File: config.mk
export PLATFORM = sky130hd
export DESIGN_NAME = pipe_spawner_flat
export DESIGN_NICKNAME = d
export VERILOG_FILES = /design/src/rtl/flappy_pkg.sv /design/src/rtl/pipe_spawner_if.sv /design/src/rtl/pipe_slot.sv /design/src/rtl/pipe_spawner.sv /design/src/flat_wrapper.sv
export SDC_FILE = /design/constraint.sdc
export NUM_CORES = 1
export LEC_CHECK = 0
export ABC_AREA = 1
export ABC_CLOCK_PERIOD_IN_PS = 2500
export BUFFER_PORTS_ARGS = -buffer_cell sky130_fd_sc_hd__buf_2
export CAP_MARGIN = 20
export CORE_MARGIN = 3
export CORE_UTILIZATION = 35
export DETAILED_ROUTE_END_ITERATION = 7
export PLACE_DENSITY_LB_ADDON = 0.1
export SYNTH_ARGS = -nofsm -noshare
export SYNTH_HDL_FRONTEND = slang
export SYNTH_SLANG_ARGS = --single-unit
File: constraint.sdc
create_clock -name clk -period 2.5 [get_ports clk]
set_input_delay 0.375 -clock clk [delete_from_list [all_inputs] [get_ports clk]]
set_output_delay 0.375 -clock clk [all_outputs]
set_load 0.005 [all_outputs]
File: src/rtl/flappy_pkg.sv
// flappy_pkg: shared FSM state type, coordinate widths and default screen geometry for the pipe spawner.
package flappy_pkg;
   typedef enum logic [1:0] {IDLE, SPAWN, RUN, HALT} state_t;
   localparam int X_W = 11;
   localparam int Y_W = 9;
   localparam int DEF_NUM_PIPES = 3;
   localparam int DEF_SCREEN_W = 640;
   localparam int DEF_SPACING = 240;
   localparam int DEF_SPEED = 2;
   localparam int DEF_GAP_MIN = 80;
   localparam int DEF_GAP_RANGE = 200;
   localparam int DEF_BIRD_X = 160;
endpackage

File: src/rtl/pipe_spawner_if.sv
// pipe_spawner_if: control, LFSR and pipe-state bundle around the spawner.
// PIPE_SPAWNER_SCORE_EN adds the score output.
interface pipe_spawner_if
   import flappy_pkg::*;
   #(parameter int NUM_PIPES = DEF_NUM_PIPES);
   logic start, stop, tick;
   logic [7:0] rand_byte;
   logic lfsr_en, pipes_valid, pass_pulse;
   logic [NUM_PIPES*X_W-1:0] pipe_x;
   logic [NUM_PIPES*Y_W-1:0] pipe_gap;
`ifdef PIPE_SPAWNER_SCORE_EN
   logic [7:0] score;
   modport master (output start, stop, tick, rand_byte,
                   input lfsr_en, pipes_valid, pass_pulse, pipe_x, pipe_gap, score);
   modport slave (input start, stop, tick, rand_byte,
                  output lfsr_en, pipes_valid, pass_pulse, pipe_x, pipe_gap, score);
`else
   modport master (output start, stop, tick, rand_byte,
                   input lfsr_en, pipes_valid, pass_pulse, pipe_x, pipe_gap);
   modport slave (input start, stop, tick, rand_byte,
                  output lfsr_en, pipes_valid, pass_pulse, pipe_x, pipe_gap);
`endif
endinterface

File: src/rtl/pipe_slot.sv
// pipe_slot: one pipe's x/gap registers with scroll, wrap-around respawn and bird pass detection.
module pipe_slot
   import flappy_pkg::*;
   #(
   parameter int INIT_X = 640,
   parameter int SPEED = 2,
   parameter int WRAP_ADD = 718,
   parameter int BIRD_X = 160
   ) (
   input  logic           clk,
   input  logic           reset,
   input  logic           load,
   input  logic           move,
   input  logic [Y_W-1:0] new_gap,
   output logic [X_W-1:0] x,
   output logic [Y_W-1:0] gap,
   output logic           wrap,
   output logic           pass
);
   assign wrap = move && x < X_W'(SPEED);
   assign pass = move && !wrap && x >= X_W'(BIRD_X) && x - X_W'(SPEED) < X_W'(BIRD_X);
   // WRAP_ADD folds the -SPEED step in so x never underflows
   always_ff @(posedge clk or posedge reset)
      if (reset) begin
         x <= '0;
         gap <= '0;
      end else if (load) begin
         x <= X_W'(INIT_X);
         gap <= new_gap;
      end else if (wrap) begin
         x <= x + X_W'(WRAP_ADD);
         gap <= new_gap;
      end else if (move)
         x <= x - X_W'(SPEED);
endmodule

File: src/rtl/pipe_spawner.sv
// pipe_spawner: spawns and scrolls NUM_PIPES pipes, drawing gap heights from the LFSR byte.
// Define PIPE_SPAWNER_SCORE_EN to add a saturating pass counter on bus.score.
module pipe_spawner
   import flappy_pkg::*;
   #(
   parameter int NUM_PIPES = DEF_NUM_PIPES,
   parameter int SCREEN_W = DEF_SCREEN_W,
   parameter int SPACING = DEF_SPACING,
   parameter int SPEED = DEF_SPEED,
   parameter int GAP_MIN = DEF_GAP_MIN,
   parameter int GAP_RANGE = DEF_GAP_RANGE,
   parameter int BIRD_X = DEF_BIRD_X
   ) (
   input logic clk,
   input logic reset,
   pipe_spawner_if.slave bus
);
   localparam int IDX_W = NUM_PIPES > 1 ? $clog2(NUM_PIPES) : 1;
   state_t state_q, state_d;
   logic [IDX_W-1:0] idx;
   logic spawn_we, move;
   logic [Y_W-1:0] rb, new_gap;
   logic [NUM_PIPES-1:0] wrap, pass;
   assign rb = Y_W'(bus.rand_byte);
   assign new_gap = Y_W'(GAP_MIN) + (rb >= Y_W'(GAP_RANGE) ? rb - Y_W'(GAP_RANGE) : rb);
   assign bus.lfsr_en = spawn_we | (|wrap);
   assign bus.pipes_valid = state_q == RUN || state_q == HALT;
   always_comb begin
      state_d = state_q;
      spawn_we = 1'b0;
      move = 1'b0;
      if (bus.stop && state_q != IDLE) state_d = HALT;
      else
         case (state_q)
            IDLE: state_d = bus.start ? SPAWN : IDLE;
            SPAWN: begin
               spawn_we = 1'b1;
               state_d = idx == IDX_W'(NUM_PIPES - 1) ? RUN : SPAWN;
            end
            RUN: move = bus.tick;
            HALT: state_d = bus.start ? SPAWN : HALT;
         endcase
   end
   // idx rests at 0 outside SPAWN, so every spawn run begins at slot 0
   always_ff @(posedge clk or posedge reset)
      if (reset) begin
         state_q <= IDLE;
         idx <= '0;
         bus.pass_pulse <= 1'b0;
      end else begin
         state_q <= state_d;
         idx <= (spawn_we && idx != IDX_W'(NUM_PIPES - 1)) ? idx + 1'b1 : '0;
         bus.pass_pulse <= |pass;
      end
   for (genvar i = 0; i < NUM_PIPES; i++) begin : g_slot
      pipe_slot #(
         .INIT_X(SCREEN_W + i * SPACING),
         .SPEED(SPEED),
         .WRAP_ADD(NUM_PIPES * SPACING - SPEED),
         .BIRD_X(BIRD_X)
      ) u_slot (
         .clk(clk),
         .reset(reset),
         .load(spawn_we && idx == IDX_W'(i)),
         .move(move),
         .new_gap(new_gap),
         .x(bus.pipe_x[i*X_W +: X_W]),
         .gap(bus.pipe_gap[i*Y_W +: Y_W]),
         .wrap(wrap[i]),
         .pass(pass[i])
      );
   end
`ifdef PIPE_SPAWNER_SCORE_EN
   always_ff @(posedge clk or posedge reset)
      if (reset) bus.score <= '0;
      else if (state_d == SPAWN && state_q != SPAWN) bus.score <= '0;
      else if (|pass && bus.score != 8'hFF) bus.score <= bus.score + 8'd1;
`endif
   always_ff @(posedge clk)
      if (!reset) assert ($onehot0(wrap)) else $error("pipe_spawner: several pipes wrapped in one tick");
endmodule
File: src/flat_wrapper.sv
// flat-port wrapper written by rule: the top's interface ports become plain ports
module pipe_spawner_flat import flappy_pkg::*;
#(
   parameter int NUM_PIPES = DEF_NUM_PIPES,
   parameter int SCREEN_W = DEF_SCREEN_W,
   parameter int SPACING = DEF_SPACING,
   parameter int SPEED = DEF_SPEED,
   parameter int GAP_MIN = DEF_GAP_MIN,
   parameter int GAP_RANGE = DEF_GAP_RANGE,
   parameter int BIRD_X = DEF_BIRD_X
   )
  (clk, reset, bus_start, bus_stop, bus_tick, bus_rand_byte, bus_lfsr_en, bus_pipes_valid, bus_pass_pulse, bus_pipe_x, bus_pipe_gap);
  pipe_spawner_if #(.NUM_PIPES(NUM_PIPES)) bus_i ();
  input logic clk;
  input logic reset;
  input wire logic [$bits(bus_i.start)-1:0] bus_start;
  input wire logic [$bits(bus_i.stop)-1:0] bus_stop;
  input wire logic [$bits(bus_i.tick)-1:0] bus_tick;
  input wire logic [$bits(bus_i.rand_byte)-1:0] bus_rand_byte;
  output wire logic [$bits(bus_i.lfsr_en)-1:0] bus_lfsr_en;
  output wire logic [$bits(bus_i.pipes_valid)-1:0] bus_pipes_valid;
  output wire logic [$bits(bus_i.pass_pulse)-1:0] bus_pass_pulse;
  output wire logic [$bits(bus_i.pipe_x)-1:0] bus_pipe_x;
  output wire logic [$bits(bus_i.pipe_gap)-1:0] bus_pipe_gap;
  assign bus_i.start = bus_start;
  assign bus_i.stop = bus_stop;
  assign bus_i.tick = bus_tick;
  assign bus_i.rand_byte = bus_rand_byte;
  assign bus_lfsr_en = bus_i.lfsr_en;
  assign bus_pipes_valid = bus_i.pipes_valid;
  assign bus_pass_pulse = bus_i.pass_pulse;
  assign bus_pipe_x = bus_i.pipe_x;
  assign bus_pipe_gap = bus_i.pipe_gap;
  pipe_spawner #(.NUM_PIPES(NUM_PIPES), .SCREEN_W(SCREEN_W), .SPACING(SPACING), .SPEED(SPEED), .GAP_MIN(GAP_MIN), .GAP_RANGE(GAP_RANGE), .BIRD_X(BIRD_X)) u_core (.clk(clk), .reset(reset), .bus(bus_i));
endmodule
==> metrics.yaml <==
outcome:
  outcome: "finished, final reports clean"
logic_synthesis:
  syn_area_per_cell_sq_um: 7.675
  syn_area_sq_mm: 0.003438
  async_reset_ff_share_pct: 100.0
  syn_inst: 448
  yosysSeqAreaShare_pct: 45.12
  synthFlopType: "dfrtp_1"
  synthTopCellsByCount: "nand2_1, dfrtp_1, inv_1"
  ys_ff_latch: 62
  yosysWarnings: 0
  synth_top_area_share_pct: 45.12
  synth_most_common_cell: "nand2_1"
  synth_edf_count: 0
  yosysTopAreaCell: "dfrtp_1"
  synth.area.top_cells: "dfrtp_1, nand2_1, inv_1"
  ys_types: 33
floorplan:
  placeableCoreArea_sq_mm: 0.009371
  die_w_microns: 105.1
  row_count: 35
  start_util_pct: 36.69
  fp.dieH_microns: 105.1
  dieArea_sq_mm: 0.01105
  io_pins: 76
critical_path:
  cpPeakStageDelay_ps: 380
  cp_data_required_time_ps: 2120
  path_cells: "inv_1 -> ha_2 -> nand4_2 -> nor2_2 -> nand2_2 -> inv_2 -> nand2_1 -> nand4_1 -> buf_2"
  crit_fanout: 6
  reg2reg_from: "u_core.g_slot[2].u_slot.x[1]"
  worstPathArrival_ps: 1910
  path_class: "flop to primary output"
  cp_slowest_cell: "dfrtp_1"
  crit_path_start: "u_core.g_slot[2].u_slot.x[1]"
  worstSetupEndpointType: "primary output"
  critPathLaunchType: "flop"
sta:
  setup_tns_ps: 0
  setup_viol: 0
  final_hold_viol_count: 0
  finClkSkew_ps: 10.06
  period_share_pct: 91.50
  max_freq_mhz: 437.1
  rsz0062_at_grt: "false"
  period_needed_ps: 2288
  slew_viol_final: 0
layout:
  drive_gt1_share_pct: 21.93
  nets: 545
  area_growth_pct: 19.18
  num-fill-cells: 993
  diodes: 0
pwr:
  power-per-cell-area_mw_per_mm2: 793.2
  finalPower_mw: 3.250
  p_leak_nw: 2.242
  ir_drop_mv: 0.3699
worst_hold_path:
  hold_path.class: "input port to asynchronous set/reset pin"
routing:
  routed.top_layer: "met4"
  via_count: 3118
  firstDrtPassIters: 5
  avgRoutedWirePerCell_microns: 13.05
  met1_length_mm: 4.202
  detail-route-antenna-nets: 0
  drcViolationCount: 0
  wl_met3_microns: 354
  wl_mm: 8.584
  drtIter0Drc: 148
  avgViaCountPerCell: 4.739
  wl_met2_mm: 3.915
clocking:
  cts_root_buf: "clkbuf_8"
  cts_buffers: 9
  path_clk_slew_ps: 70
  clk_latency_ps: 330
  cts_tree: "built"
  clkSinkCount: 62
  cts_max_path_buffers: 2
  htree_levels: 3
run:
  maxCapViolCount: 0
placement:
  gp_congestion: 0.8656
  port_buffers: 72
  hpwl_mm: 6.366
global_routing:
  grt_max_degree: 63
  grtUsageTotal_pct: 16.03
  grt_pass1_wl_mm: 14.38
  globalRouteOverflowTotal: 0
  grt_pass1_vias: 2927
  antenna_found_initial: 0
[critical path: cells and delay by family (launching register included)]
family / cells / cell delay (ps)
adder cells (fa/ha/maj): 1 / 250
buffers and inverters: 3 / 340
flip-flops: 1 / 380
AND/OR/NAND/NOR: 5 / 610
[what timing repair did]
action                                  4_1_cts  5_1_grt
buffers inserted                              0        0
hold buffers                                  0        0
endpoints found under the setup margin        0        1
gates resized for setup                       0        1
[metal layers]
layer,track usage [%],vias to the layer above
met5,0,-
met4,4.873,0
met3,3.891,11
met2,24.29,74
met1,22.59,1444
li1,-,1589
[final cells by class]
type | count | area [sq um] | share of cell area (%)
multi-input cells | 319 | 1594 | 38.90
flip-flops and latches | 62 | 1551 | 37.86
repair buffers | 74 | 387.9 | 9.466
inverters | 58 | 217.7 | 5.313
clock buffers | 12 | 165.2 | 4.031
well taps | 129 | 161.4 | 3.939
clock inverters | 4 | 20.02 | 0.4885
[registers in the layout (all words and copies together) (netlist names)]
register / cells
u_core.bus.pass_pulse: 1
u_core.g_slot.u_slot.gap: 27
u_core.g_slot.u_slot.x: 30
u_core.idx: 2
u_core.state_q: 2
[cell families after synthesis]
group | count (synthesis) | share of synthesized area [%]
buffers and inverters | 69 | 8.806
flip-flops | 62 | 45.12
other | 1 | 0.1091
AND/OR/NAND/NOR | 235 | 30.39
XOR/XNOR | 9 | 2.293
AO/OA/AOI/OAI | 64 | 10.37
adder cells (fa/ha/maj) | 8 | 2.911
[worst paths after layout]
kind,cells past startpoint,slack [ps],to
max reg2reg,11,580,u_core.g_slot[2].u_slot.gap[4]
min in group clk,2,290,u_core.state_q[1]
max,9,210,bus_lfsr_en
max in group asynchronous,3,2120,u_core.g_slot[0].u_slot.x[2]
min reg2reg,2,470,u_core.g_slot[1].u_slot.gap[3]
min,3,110,u_core.g_slot[0].u_slot.x[5]
[through the flow]
stage	setup slack, ps	util [%]	cells	instance area [sq um]	hold slack (ps)
3_3_place_gp	503.4	41.72	642	3910	451.3
2_1_floorplan	583.6	-	450	3446	435.3
5_1_grt	38.85	43.73	658	4098	134.4
3_5_place_dp	426.2	41.72	642	3910	454.4
4_1_cts	167.8	43.70	658	4095	121.0
6_report	212.4	43.73	658	4098	111.5
[report_power, final]
part	switching, mW	internal (mW)	total [mW]
Clock	0.396	0.435	0.830
Combinational	0.605	0.412	1.02
Sequential	0.182	1.22	1.40
[placed cells by master, fill, tap and decap left out, types with 2 or more instances in the layout]
master and n:
a21oi_1 10, a31oi_1 6, buf_2 72, clkbuf_8 12, clkinv_2 4, conb_1 3
dfrtp_1 62, ha_1 7, inv_1 52, inv_2 6, nand2_1 128, nand2_2 5
nand3_1 39, nand4_1 5, nand4_4 2, nor2_1 43, nor2_2 5, nor3_1 4
o21ai_0 29, o21ai_1 8, o21ai_2 4, o22ai_1 4, xor2_1 8
Power figures use the tool's default switching activity.
